--- src/rtl/sockit_spi_axi_regs.sv ---
`default_nettype none
// ============================================================================
//  Module   : sockit_spi_axi_regs
//  Purpose  : AXI4-Lite register file for the SPI master. Holds the
//             configuration, XIP offset and interrupt registers and feeds
//             command words through a small FIFO to the SPI command stream.
//  Revision : 1.0 - initial release
// ----------------------------------------------------------------------------
//  Ports
//    ACLK / ARESETn             clock, asynchronous active-low reset
//    AW* / W* / B*              AXI4-Lite write address, data, response
//    AR* / R*                   AXI4-Lite read address, data
//    cfg      [31:0]            configuration register
//    off      [XAW-1:0]         XIP address offset
//    scw_vld/scw_dat/scw_rdy    command word stream (FIFO head)
//    irq                        |(irq_sts & irq_en)
//  Map (ADDR[4:2]): 0 cfg, 1 sts, 2 irq_sts (W1C), 3 irq_en, 4 off,
//                   5 cmd (write-only), 6..7 reserved (SLVERR)
// ============================================================================
module sockit_spi_axi_regs #(
  parameter logic [31:0]    CFG_RST = 32'h0000_0000,
  parameter logic [31:0]    CFG_MSK = 32'hffff_ffff,
  parameter int unsigned    XAW     = 24,
  parameter logic [XAW-1:0] OFF_RST = '0,
  parameter int unsigned    CDEPTH  = 4
) (
  input  logic           ACLK,
  input  logic           ARESETn,
  input  logic           AWVALID,
  output logic           AWREADY,
  input  logic [4:0]     AWADDR,
  input  logic           WVALID,
  output logic           WREADY,
  input  logic [31:0]    WDATA,
  input  logic [3:0]     WSTRB,
  output logic           BVALID,
  input  logic           BREADY,
  output logic [1:0]     BRESP,
  input  logic           ARVALID,
  output logic           ARREADY,
  input  logic [4:0]     ARADDR,
  output logic           RVALID,
  input  logic           RREADY,
  output logic [31:0]    RDATA,
  output logic [1:0]     RRESP,
  output logic [31:0]    cfg,
  output logic [XAW-1:0] off,
  output logic           scw_vld,
  output logic [31:0]    scw_dat,
  input  logic           scw_rdy,
  output logic           irq
);

  localparam int unsigned PW = $clog2(CDEPTH);
  localparam int unsigned LW = PW + 1;

  localparam logic [2:0] ADDR_CFG     = 3'd0;
  localparam logic [2:0] ADDR_STS     = 3'd1;
  localparam logic [2:0] ADDR_IRQ_STS = 3'd2;
  localparam logic [2:0] ADDR_IRQ_EN  = 3'd3;
  localparam logic [2:0] ADDR_OFF     = 3'd4;
  localparam logic [2:0] ADDR_CMD     = 3'd5;

  localparam logic [1:0] RESP_OKAY   = 2'b00;
  localparam logic [1:0] RESP_SLVERR = 2'b10;

  // Byte-lane merge used by every WSTRB-qualified register.
  function automatic logic [31:0] f_merge(input logic [31:0] old_v,
                                          input logic [31:0] new_v,
                                          input logic [3:0]  strb);
    logic [31:0] res;
    for (int b = 0; b < 4; b++) begin
      res[8*b +: 8] = strb[b] ? new_v[8*b +: 8] : old_v[8*b +: 8];
    end
    return res;
  endfunction

  // State
  logic           rdy_en_q;
  logic           aw_held_q, aw_held_d;
  logic [2:0]     aw_idx_q,  aw_idx_d;
  logic           w_held_q,  w_held_d;
  logic [31:0]    w_data_q,  w_data_d;
  logic [3:0]     w_strb_q,  w_strb_d;
  logic           bvalid_q,  bvalid_d;
  logic [1:0]     bresp_q,   bresp_d;
  logic           rvalid_q,  rvalid_d;
  logic [31:0]    rdata_q,   rdata_d;
  logic [1:0]     rresp_q,   rresp_d;
  logic [31:0]    cfg_q,     cfg_d;
  logic [31:0]    irq_en_q,  irq_en_d;
  logic [XAW-1:0] off_q,     off_d;
  logic [1:0]     irq_sts_q, irq_sts_d;
  logic [PW-1:0]  wptr_q,    wptr_d;
  logic [PW-1:0]  rptr_q,    rptr_d;
  logic [LW-1:0]  level_q,   level_d;
  logic [31:0]    fifo_mem [CDEPTH];

  // Combinational helpers
  logic        aw_hs, w_hs, ar_hs;
  logic        fifo_full, is_cmd, is_rsv, commit, push, pop;
  logic [31:0] off_ext, off_merged, sts_val;
  logic [1:0]  sts_clr, sts_set;
  logic        unused_addr_lsbs;

  assign unused_addr_lsbs = ^{AWADDR[1:0], ARADDR[1:0]};

  // READY outputs stay low until the first clock after reset release.
  assign AWREADY = rdy_en_q & ~aw_held_q;
  assign WREADY  = rdy_en_q & ~w_held_q;
  assign ARREADY = rdy_en_q & (~rvalid_q | RREADY);

  assign aw_hs = AWVALID & AWREADY;
  assign w_hs  = WVALID  & WREADY;
  assign ar_hs = ARVALID & ARREADY;

  assign BVALID  = bvalid_q;
  assign BRESP   = bresp_q;
  assign RVALID  = rvalid_q;
  assign RDATA   = rdata_q;
  assign RRESP   = rresp_q;
  assign cfg     = cfg_q;
  assign off     = off_q;
  assign scw_vld = (level_q != '0);
  assign scw_dat = fifo_mem[rptr_q];
  assign irq     = |(irq_sts_q & irq_en_q[1:0]);

  // Full is judged on the current level, so a pop in the same cycle does
  // not make room for a stalled command push.
  assign fifo_full = (level_q == LW'(CDEPTH));
  assign is_cmd    = (aw_idx_q == ADDR_CMD);
  assign is_rsv    = (aw_idx_q[2:1] == 2'b11);
  assign commit    = aw_held_q & w_held_q & (~bvalid_q | BREADY) & ~(is_cmd & fifo_full);
  assign push      = commit & is_cmd;
  assign pop       = scw_vld & scw_rdy;

  assign off_ext    = 32'(off_q);
  assign off_merged = f_merge(off_ext, w_data_q, w_strb_q);
  assign sts_val    = {scw_vld, 23'b0, 8'(level_q)};

  // W1C only through byte lane 0; hardware set events override the clear.
  assign sts_clr = (commit && aw_idx_q == ADDR_IRQ_STS && w_strb_q[0]) ? w_data_q[1:0] : 2'b00;
  assign sts_set = {commit & is_rsv, pop & ~push & (level_q == LW'(1))};

  always_comb begin
    aw_held_d = aw_held_q;
    aw_idx_d  = aw_idx_q;
    w_held_d  = w_held_q;
    w_data_d  = w_data_q;
    w_strb_d  = w_strb_q;
    bvalid_d  = bvalid_q;
    bresp_d   = bresp_q;
    rvalid_d  = rvalid_q;
    rdata_d   = rdata_q;
    rresp_d   = rresp_q;
    cfg_d     = cfg_q;
    irq_en_d  = irq_en_q;
    off_d     = off_q;
    irq_sts_d = (irq_sts_q & ~sts_clr) | sts_set;
    wptr_d    = wptr_q;
    rptr_d    = rptr_q;
    level_d   = level_q;

    // Address / data holding registers; a commit frees both.
    if (commit) begin
      aw_held_d = 1'b0;
      w_held_d  = 1'b0;
    end
    if (aw_hs) begin
      aw_held_d = 1'b1;
      aw_idx_d  = AWADDR[4:2];
    end
    if (w_hs) begin
      w_held_d = 1'b1;
      w_data_d = WDATA;
      w_strb_d = WSTRB;
    end

    // Write response
    if (commit) begin
      bvalid_d = 1'b1;
      bresp_d  = is_rsv ? RESP_SLVERR : RESP_OKAY;
    end else if (BREADY) begin
      bvalid_d = 1'b0;
    end

    // Register updates
    if (commit) begin
      case (aw_idx_q)
        ADDR_CFG:    cfg_d    = (f_merge(cfg_q, w_data_q, w_strb_q) & CFG_MSK) | (CFG_RST & ~CFG_MSK);
        ADDR_IRQ_EN: irq_en_d = f_merge(irq_en_q, w_data_q, w_strb_q);
        ADDR_OFF:    off_d    = off_merged[XAW-1:0];
        default:     ;
      endcase
    end

    // Command FIFO pointers and level
    if (push) wptr_d = wptr_q + PW'(1);
    if (pop)  rptr_d = rptr_q + PW'(1);
    case ({push, pop})
      2'b10:   level_d = level_q + LW'(1);
      2'b01:   level_d = level_q - LW'(1);
      default: level_d = level_q;
    endcase

    // Read channel: data captured at the AR handshake, held while stalled.
    if (ar_hs) begin
      rvalid_d = 1'b1;
      rresp_d  = RESP_OKAY;
      case (ARADDR[4:2])
        ADDR_CFG:     rdata_d = cfg_q;
        ADDR_STS:     rdata_d = sts_val;
        ADDR_IRQ_STS: rdata_d = {30'b0, irq_sts_q};
        ADDR_IRQ_EN:  rdata_d = irq_en_q;
        ADDR_OFF:     rdata_d = off_ext;
        ADDR_CMD:     rdata_d = 32'h0;
        default: begin
          rdata_d = 32'h0;
          rresp_d = RESP_SLVERR;
        end
      endcase
    end else if (RREADY) begin
      rvalid_d = 1'b0;
    end
  end

  always_ff @(posedge ACLK or negedge ARESETn) begin
    if (!ARESETn) begin
      rdy_en_q  <= 1'b0;
      aw_held_q <= 1'b0;
      aw_idx_q  <= 3'd0;
      w_held_q  <= 1'b0;
      w_data_q  <= 32'h0;
      w_strb_q  <= 4'h0;
      bvalid_q  <= 1'b0;
      bresp_q   <= RESP_OKAY;
      rvalid_q  <= 1'b0;
      rdata_q   <= 32'h0;
      rresp_q   <= RESP_OKAY;
      cfg_q     <= CFG_RST;
      irq_en_q  <= 32'h0;
      off_q     <= OFF_RST;
      irq_sts_q <= 2'b00;
      wptr_q    <= '0;
      rptr_q    <= '0;
      level_q   <= '0;
    end else begin
      rdy_en_q  <= 1'b1;
      aw_held_q <= aw_held_d;
      aw_idx_q  <= aw_idx_d;
      w_held_q  <= w_held_d;
      w_data_q  <= w_data_d;
      w_strb_q  <= w_strb_d;
      bvalid_q  <= bvalid_d;
      bresp_q   <= bresp_d;
      rvalid_q  <= rvalid_d;
      rdata_q   <= rdata_d;
      rresp_q   <= rresp_d;
      cfg_q     <= cfg_d;
      irq_en_q  <= irq_en_d;
      off_q     <= off_d;
      irq_sts_q <= irq_sts_d;
      wptr_q    <= wptr_d;
      rptr_q    <= rptr_d;
      level_q   <= level_d;
    end
  end

  // FIFO storage needs no reset: contents are invalidated by the pointers.
  always_ff @(posedge ACLK) begin
    if (push) fifo_mem[wptr_q] <= w_data_q;
  end

endmodule
`default_nettype wire

--- config.mk ---
export PLATFORM = sky130hd
export DESIGN_NAME = sockit_spi_axi_regs
export DESIGN_NICKNAME = d
export VERILOG_FILES = /design/src/rtl/sockit_spi_axi_regs.sv
export SDC_FILE = /design/constraint.sdc
export NUM_CORES = 1
export LEC_CHECK = 0
export BUFFER_PORTS_ARGS = -buffer_cell sky130_fd_sc_hd__buf_2
export CORE_MARGIN = 4
export CORE_UTILIZATION = 57
export DETAILED_ROUTE_END_ITERATION = 7
export PLACE_DENSITY = 0.8
export SLEW_MARGIN = 30
export SYNTH_ARGS = -nofsm -noshare
export SYNTH_HDL_FRONTEND = slang
export SYNTH_SLANG_ARGS = --single-unit
--- constraint.sdc ---
create_clock -name ACLK -period 2.7 [get_ports ACLK]
set_input_delay 0.54 -clock ACLK [delete_from_list [all_inputs] [get_ports ACLK]]
set_output_delay 0.54 -clock ACLK [all_outputs]
set_load 0.005 [all_outputs]
==> flow_summary.json, run 1 <==
{
  "grt_usage": 0.223,
  "grtUsageMet1": 0.314,
  "synthFlopType": "dfrtp_1",
  "synth_top_area_share": 0.361,
  "holdPathStages": 2,
  "crit_chain": "buf_4 > mux4_2 > buf_2",
  "grt_max_degree": 59,
  "grt_first_pass_wirelength_um": 41500,
  "antenna_found_initial": 0,
  "dpl.hpwl_um": 17500,
  "power.density_nw_per_um2": 1030,
  "layout-drive-gt1-share": 0.486,
  "num_rows": 53,
  "grt_util_met3": 0.0349,
  "timing.slew.headroom": 0.567,
  "core_um2": 21000,
  "timing.rr.end": "level_q[2]",
  "n_antenna_cell": 0,
  "fin_ws_ps": 175,
  "cts_made_buffers": 30,
  "fp.dieArea_um2": 23700,
  "crit_required_ps": 2160,
  "die_y_um": 154,
  "irDropWorstVdd_mv": 0.670,
  "tightest_slew_ps": 649,
  "fmax_mhz": 396,
  "cp.depth": 3,
  "cts_tree": "yes",
  "startpoint_type": "flip-flop",
  "first_pass_iters": 4,
  "clock-root-buffer": "clkbuf_16",
  "fin_crit_sh": 0.935,
  "fillers": 1423,
  "fp.dieW_um": 154,
  "yosysSeqAreaShare": 0.678,
  "cp-startpoint": "rptr_q[1]",
  "worstHoldStart": "WDATA[5]",
  "viasPerCell": 5.82,
  "nNetsFinal": 975,
  "whs_ps": 225,
  "setup-violations-final": 0,
  "period_needed_ps": 2530,
  "wl_per_cell_um": 21.9,
  "crit_path_end": "scw_dat[31]",
  "drc_errors": 0,
  "finalSetupTns_ps": 0,
  "cts_post_setup_buffers_inserted": 0,
  "area_growth_syn_to_layout_pct": 18.6,
  "final_antenna_net_count": 0,
  "grt_most_used_layer": "met2",
  "maxCapViolations": 0,
  "drt_iter0_markers": 367,
  "syn_avg_cell_area_um2": 17.0,
  "place_area_um2": 13400,
  "critPathMaxFanout": 22,
  "grt_pass1_vias": 7257,
  "regToRegStartpoint": "level_q[0]",
  "ys_seq_elements": 303,
  "cp_slowest_cell": "dfrtp_4",
  "cp_top_family": "flip-flops",
  "syn_inst": 715,
  "via_count": 7042,
  "routed_wl_um": 26500,
  "final_area_um2": 14400,
  "ys_types": 47,
  "htree_levels": 1,
  "leakagePower_nw": 6.22,
  "ios": 185,
  "worst_ep_arrival_time_ps": 1990,
  "seqCellArea_um2": 8230,
  "synth_warnings": 0,
  "async_flop_share": 0.578,
  "slew_viol_final": 0,
  "min_path_type": "input port to flip-flop",
  "finClkSkew_ps": 12.0,
  "cpPeakStageDelay_ps": 660,
  "fin_cells": 1211,
  "synthTopCellsByArea": "dfrtp_1 36%, edfxtp_1 32%, mux2_2 13%",
  "setup.reg_to_reg.worst_slack_ps": 540,
  "synth-edff-count": 128,
  "status": "complete, no violations",
  "pre_cts_ws_ps": 489,
  "clkSinkCount": 303,
  "place_congestion": 0.802,
  "rsz0062_at_grt": "no",
  "cts_buffer_depth": 3,
  "path_class": "flip-flop to output pin",
  "clk_pin_slew_ps": 60,
  "hold_viol_final": 0,
  "multi_input_area_um2": 3690,
  "clock_latency_ps": 540,
  "syn-cell-area_um2": 12100,
  "worst_setup_path_end_kind": "output pin",
  "r2r_cells": 9,
  "yosysTopAreaCell": "dfrtp_1",
  "dp.cells": 1154,
  "initial_core_util": 0.579,
  "portBuffers": 178,
  "path_buf_inv": 2,
  "overflow": 0,
  "use_met2": 0.370
}
[synth_stat cells, types with 2 or more instances]
| library cell | n |
|---|---|
| a21oi_1 | 2 |
| a22oi_1 | 31 |
| a32o_1 | 2 |
| a32oi_1 | 2 |
| and2_1 | 5 |
| and3_1 | 5 |
| buf_2 | 18 |
| buf_4 | 5 |
| buf_8 | 2 |
| clkbuf_1 | 11 |
| conb_1 | 2 |
| dfrtp_1 | 175 |
| edfxtp_1 | 128 |
| ha_1 | 9 |
| inv_1 | 7 |
| mux2_1 | 2 |
| mux2_2 | 145 |
| mux2_4 | 8 |
| mux4_2 | 32 |
| nand2_1 | 42 |
| nand2b_1 | 2 |
| nand3_1 | 2 |
| nand3_2 | 8 |
| nor2_1 | 4 |
| nor2b_1 | 7 |
| o21ai_0 | 27 |
| o21ai_1 | 2 |
| o31ai_1 | 7 |
| xnor2_1 | 4 |
| xor2_1 | 2 |
[through the flow]
stage	power [mW]	utilization
final	14.8	0.687
after global routing	15.6	0.687
after CTS	14.9	0.687
after detailed placement	10.9	0.640
after global placement	10.7	0.640
after floorplan	9.24	-
[cells by family after synthesis]
group / share of synthesized area
AOI/OAI and AO/OA: 0.0416
xor gates and xnor gates: 0.00433
adders and majority gates: 0.00928
buffers and inverters: 0.0198
DFF: 0.678
muxes: 0.207
other: 0.000619
and+or+nand+nor: 0.0402
[sequential cells by signal, summed over array words and instances (netlist names), 2 cells and up]
name       count
irq_en_q      32
irq_sts_q      2
fifo_mem     128
w_strb_q       4
cfg           32
w_data_q      32
wptr_q         2
aw_idx_q       3
off           24
RDATA         32
level_q        3
rptr_q         2
[power by group]
group	leakage (nW)	internal, mW	total (mW)	switching (mW)
logic	2.34	1.98	3.47	1.50
registers	3.40	6.11	7.30	1.20
clock network	0.484	2.39	4.06	1.67
total	6.22	10.5	14.8	4.36
[how the worst min path moves through the flow]
stage | to | slack [ps]
6_report | w_data_q[5] | 230
4_1_cts | w_data_q[5] | 210
3_5_place_dp | RDATA[26] | 460
2_1_floorplan | BRESP[1] | 240
5_1_grt | w_data_q[16] | 210
3_3_place_gp | RDATA[25] | 460
[what timing repair did]
| action | 4_1_cts | 5_1_grt |
|---|---|---|
| hold buffers | 1 | 0 |
| hold endpoints to repair | 34 | 0 |
| resized for setup | 0 | 1 |
| setup endpoints to repair | 0 | 3 |
[area by class of cell]
cell class | instances | share of cell area
Multi-Input combinational cell | 368 | 0.256
Timing Repair Buffer | 202 | 0.0785
Clock inverter | 16 | 0.00904
Inverter | 7 | 0.00183
Clock buffer | 40 | 0.0590
Sequential cell | 303 | 0.572
Tap cell | 275 | 0.0239
[per-layer routing]
layer  up-vias  routed length (um)
li1       3088                   -
met1      3708               11300
met2       208               13300
met3        38                1340
met4         0                 567
met5         -                   0
[cells in the final DEF, fill, tap and decap left out, drive strengths merged]
master	Yosys	layout
buf	27	201
dfrtp	175	175
mux2	155	155
edfxtp	128	128
nand2	43	43
clkbuf	11	40
mux4	32	32
a22oi	31	31
o21ai	29	29
clkinv	0	13
nand3	11	11
ha	9	9
inv	7	7
nor2b	7	7
o31ai	7	7
and2	6	6
and3	6	6
xnor2	4	4
nor2	4	4
conb	2	3
nand2b	3	3
a21oi	2	2
a32o	2	2
xor2	2	2
a32oi	2	2
bufinv	0	2
nand3b	1	1
o2111ai	1	1
nand4b	1	1
nand4	1	1
a22o	1	1
and3b	1	1
and4	1	1
nor3	1	1
a221oi	1	1
mux2i	1	1
clkinvlp	0	1
dlygate4sd3	0	1
[worst reg2reg max path, stage by stage (launching register included)]
cell and delay (ps):
dfrtp_1 440, inv_1 90, ha_1 230, a21oi_1 360, and2_1 260, inv_1 60
ha_1 250, mux2i_1 160, nor2_1 60, xor2_1 130
Note: power is estimated with default switching activity, not from simulation.
==> inputs of run 2 (changes only) <==
RECOVER_POWER = 50   (was default)
==> run 2 against run 1 <==
Total power is 0.20% lower. Sequential power about the same. Utilization fell by 0.37 points. Cell count is the same. Global-route usage stayed put. Clock power about the same. Routed wire length decreased by 0.18%. Highest routed layer unchanged.
==> flow_summary.json, run 2 (synthesis results as in run 1) <==
{
  "leakagePower_nw": 6.19,
  "power.density_nw_per_um2": 1030,
  "n_antenna_cell": 0,
  "cts_made_buffers": 30,
  "cp_slowest_cell": "mux4_2",
  "crit_required_ps": 2160,
  "hold_viol_final": 0,
  "irDropWorstVdd_mv": 0.671,
  "rsz0062_at_grt": "no",
  "seqCellArea_um2": 8230,
  "grt_most_used_layer": "met2",
  "first_pass_iters": 5,
  "htree_levels": 1,
  "wl_per_cell_um": 21.9,
  "slew_viol_final": 0,
  "cp-startpoint": "rptr_q[0]",
  "period_needed_ps": 2530,
  "regToRegStartpoint": "BVALID",
  "critPathMaxFanout": 18,
  "maxCapViolations": 0,
  "num_rows": 53,
  "routed_wl_um": 26500,
  "finClkSkew_ps": 14.0,
  "fin_crit_sh": 0.937,
  "fillers": 1438,
  "fp.dieArea_um2": 23700,
  "final_area_um2": 14300,
  "multi_input_area_um2": 3660,
  "grt_usage": 0.223,
  "place_congestion": 0.802,
  "cpPeakStageDelay_ps": 590,
  "largest_register": "fifo_mem",
  "path_buf_inv": 2,
  "layout-drive-gt1-share": 0.482,
  "die_y_um": 154,
  "crit_chain": "buf_4 > mux4_2 > buf_2",
  "cts_tree": "yes",
  "clock-root-buffer": "clkbuf_16",
  "fmax_mhz": 395,
  "worst_ep_arrival_time_ps": 1990,
  "drt_iter0_markers": 387,
  "layout_commonest_cell": "buf_2",
  "total_power_mw": 14.8,
  "final_antenna_net_count": 0,
  "antenna_found_initial": 0,
  "cts_post_setup_buffers_inserted": 0,
  "timing.slew.headroom": 0.183,
  "dpl.hpwl_um": 17500,
  "r2r_cells": 4,
  "finalSetupTns_ps": 0,
  "initial_core_util": 0.579,
  "nNetsFinal": 975,
  "cp.depth": 3,
  "place_area_um2": 13400,
  "timing.rr.end": "cfg[24]",
  "viasPerCell": 5.79,
  "clock_latency_ps": 540,
  "final_cell_mix": "176 x buf_2, 173 x dfrtp_1, 145 x mux2_2, 128 x edfxtp_1, 42 x nand2_1",
  "use_met2": 0.370,
  "cts_buffer_depth": 3,
  "setup-violations-final": 0,
  "grt_first_pass_wirelength_um": 41500,
  "via_count": 7010,
  "min_path_type": "input port to flip-flop",
  "ios": 185,
  "clk_pin_slew_ps": 60,
  "fp.dieW_um": 154,
  "largest_reg_flops": 128,
  "core_um2": 21000,
  "crit_path_end": "scw_dat[4]",
  "worst_setup_path_end_kind": "output pin",
  "overflow": 0,
  "grtUsageMet1": 0.314,
  "startpoint_type": "flip-flop",
  "area_growth_syn_to_layout_pct": 18.0,
  "drc_errors": 0,
  "cp_top_family": "multiplexers",
  "grt_util_met3": 0.0349,
  "clkSinkCount": 303,
  "path_class": "flip-flop to output pin",
  "status": "complete, no violations",
  "grt_pass1_vias": 7257,
  "portBuffers": 178,
  "grt_max_degree": 59,
  "tightest_slew_ps": 1230,
  "setup.reg_to_reg.worst_slack_ps": 320
}
[run 2: changes by cell type in the layout (fill, tap and decap cells not counted), moves of 2 or more]
cell | before | now
clkbuf_4 | 0 | 2
clkbuf_2 | 0 | 3
nand3_1 | 1 | 3
buf_12 | 4 | 1
[run 2: area by class of cell]
| type | count | area share |
|---|---|---|
| Timing Repair Buffer | 202 | 0.0754 |
| Clock buffer | 40 | 0.0593 |
| Inverter | 7 | 0.00184 |
| Multi-Input combinational cell | 368 | 0.256 |
| Tap cell | 275 | 0.0240 |
| Sequential cell | 303 | 0.575 |
| Clock inverter | 16 | 0.00909 |
[run 2: worst min-delay path by stage]
stage | from | end | slack [ps] | cells after the start
finish | WSTRB[3] | w_strb_q[3] | 220 | 2
global route | WDATA[16] | w_data_q[16] | 210 | 2
CTS | WDATA[5] | w_data_q[5] | 210 | 2
detailed placement | RDATA[26] | RDATA[26] | 460 | 2
global placement | RDATA[25] | RDATA[25] | 460 | 2
floorplan | ARESETn | BRESP[1] | 240 | 0
[run 2: metrics by stage]
stage	cells	hold slack (ps)	setup slack (ps)	util
after floorplan	716	244	376	-
after global placement	1154	456	510	0.640
after detailed placement	1154	462	489	0.640
after CTS	1211	209	22.3	0.687
after global routing	1211	214	71.5	0.683
final	1211	224	169	0.683
[run 2: where the power goes]
part / switching (mW) / internal [mW] / total (mW)
Clock: 1.67 / 2.39 / 4.06
Sequential: 1.19 / 6.11 / 7.30
Combinational: 1.49 / 1.96 / 3.45
[run 2: repair_timing]
| action | in CTS | in global routing |
|---|---|---|
| hold buffers | 1 | 0 |
| endpoints found under the setup margin | 0 | 3 |
| hold endpoints to repair | 34 | 0 |
| resized for setup | 0 | 1 |
[run 2: layer usage]
layer	vias up	share of wire
met5	-	0
met4	0	0.022
met1	3675	0.43
met2	204	0.50
met3	39	0.049
li1	3092	-
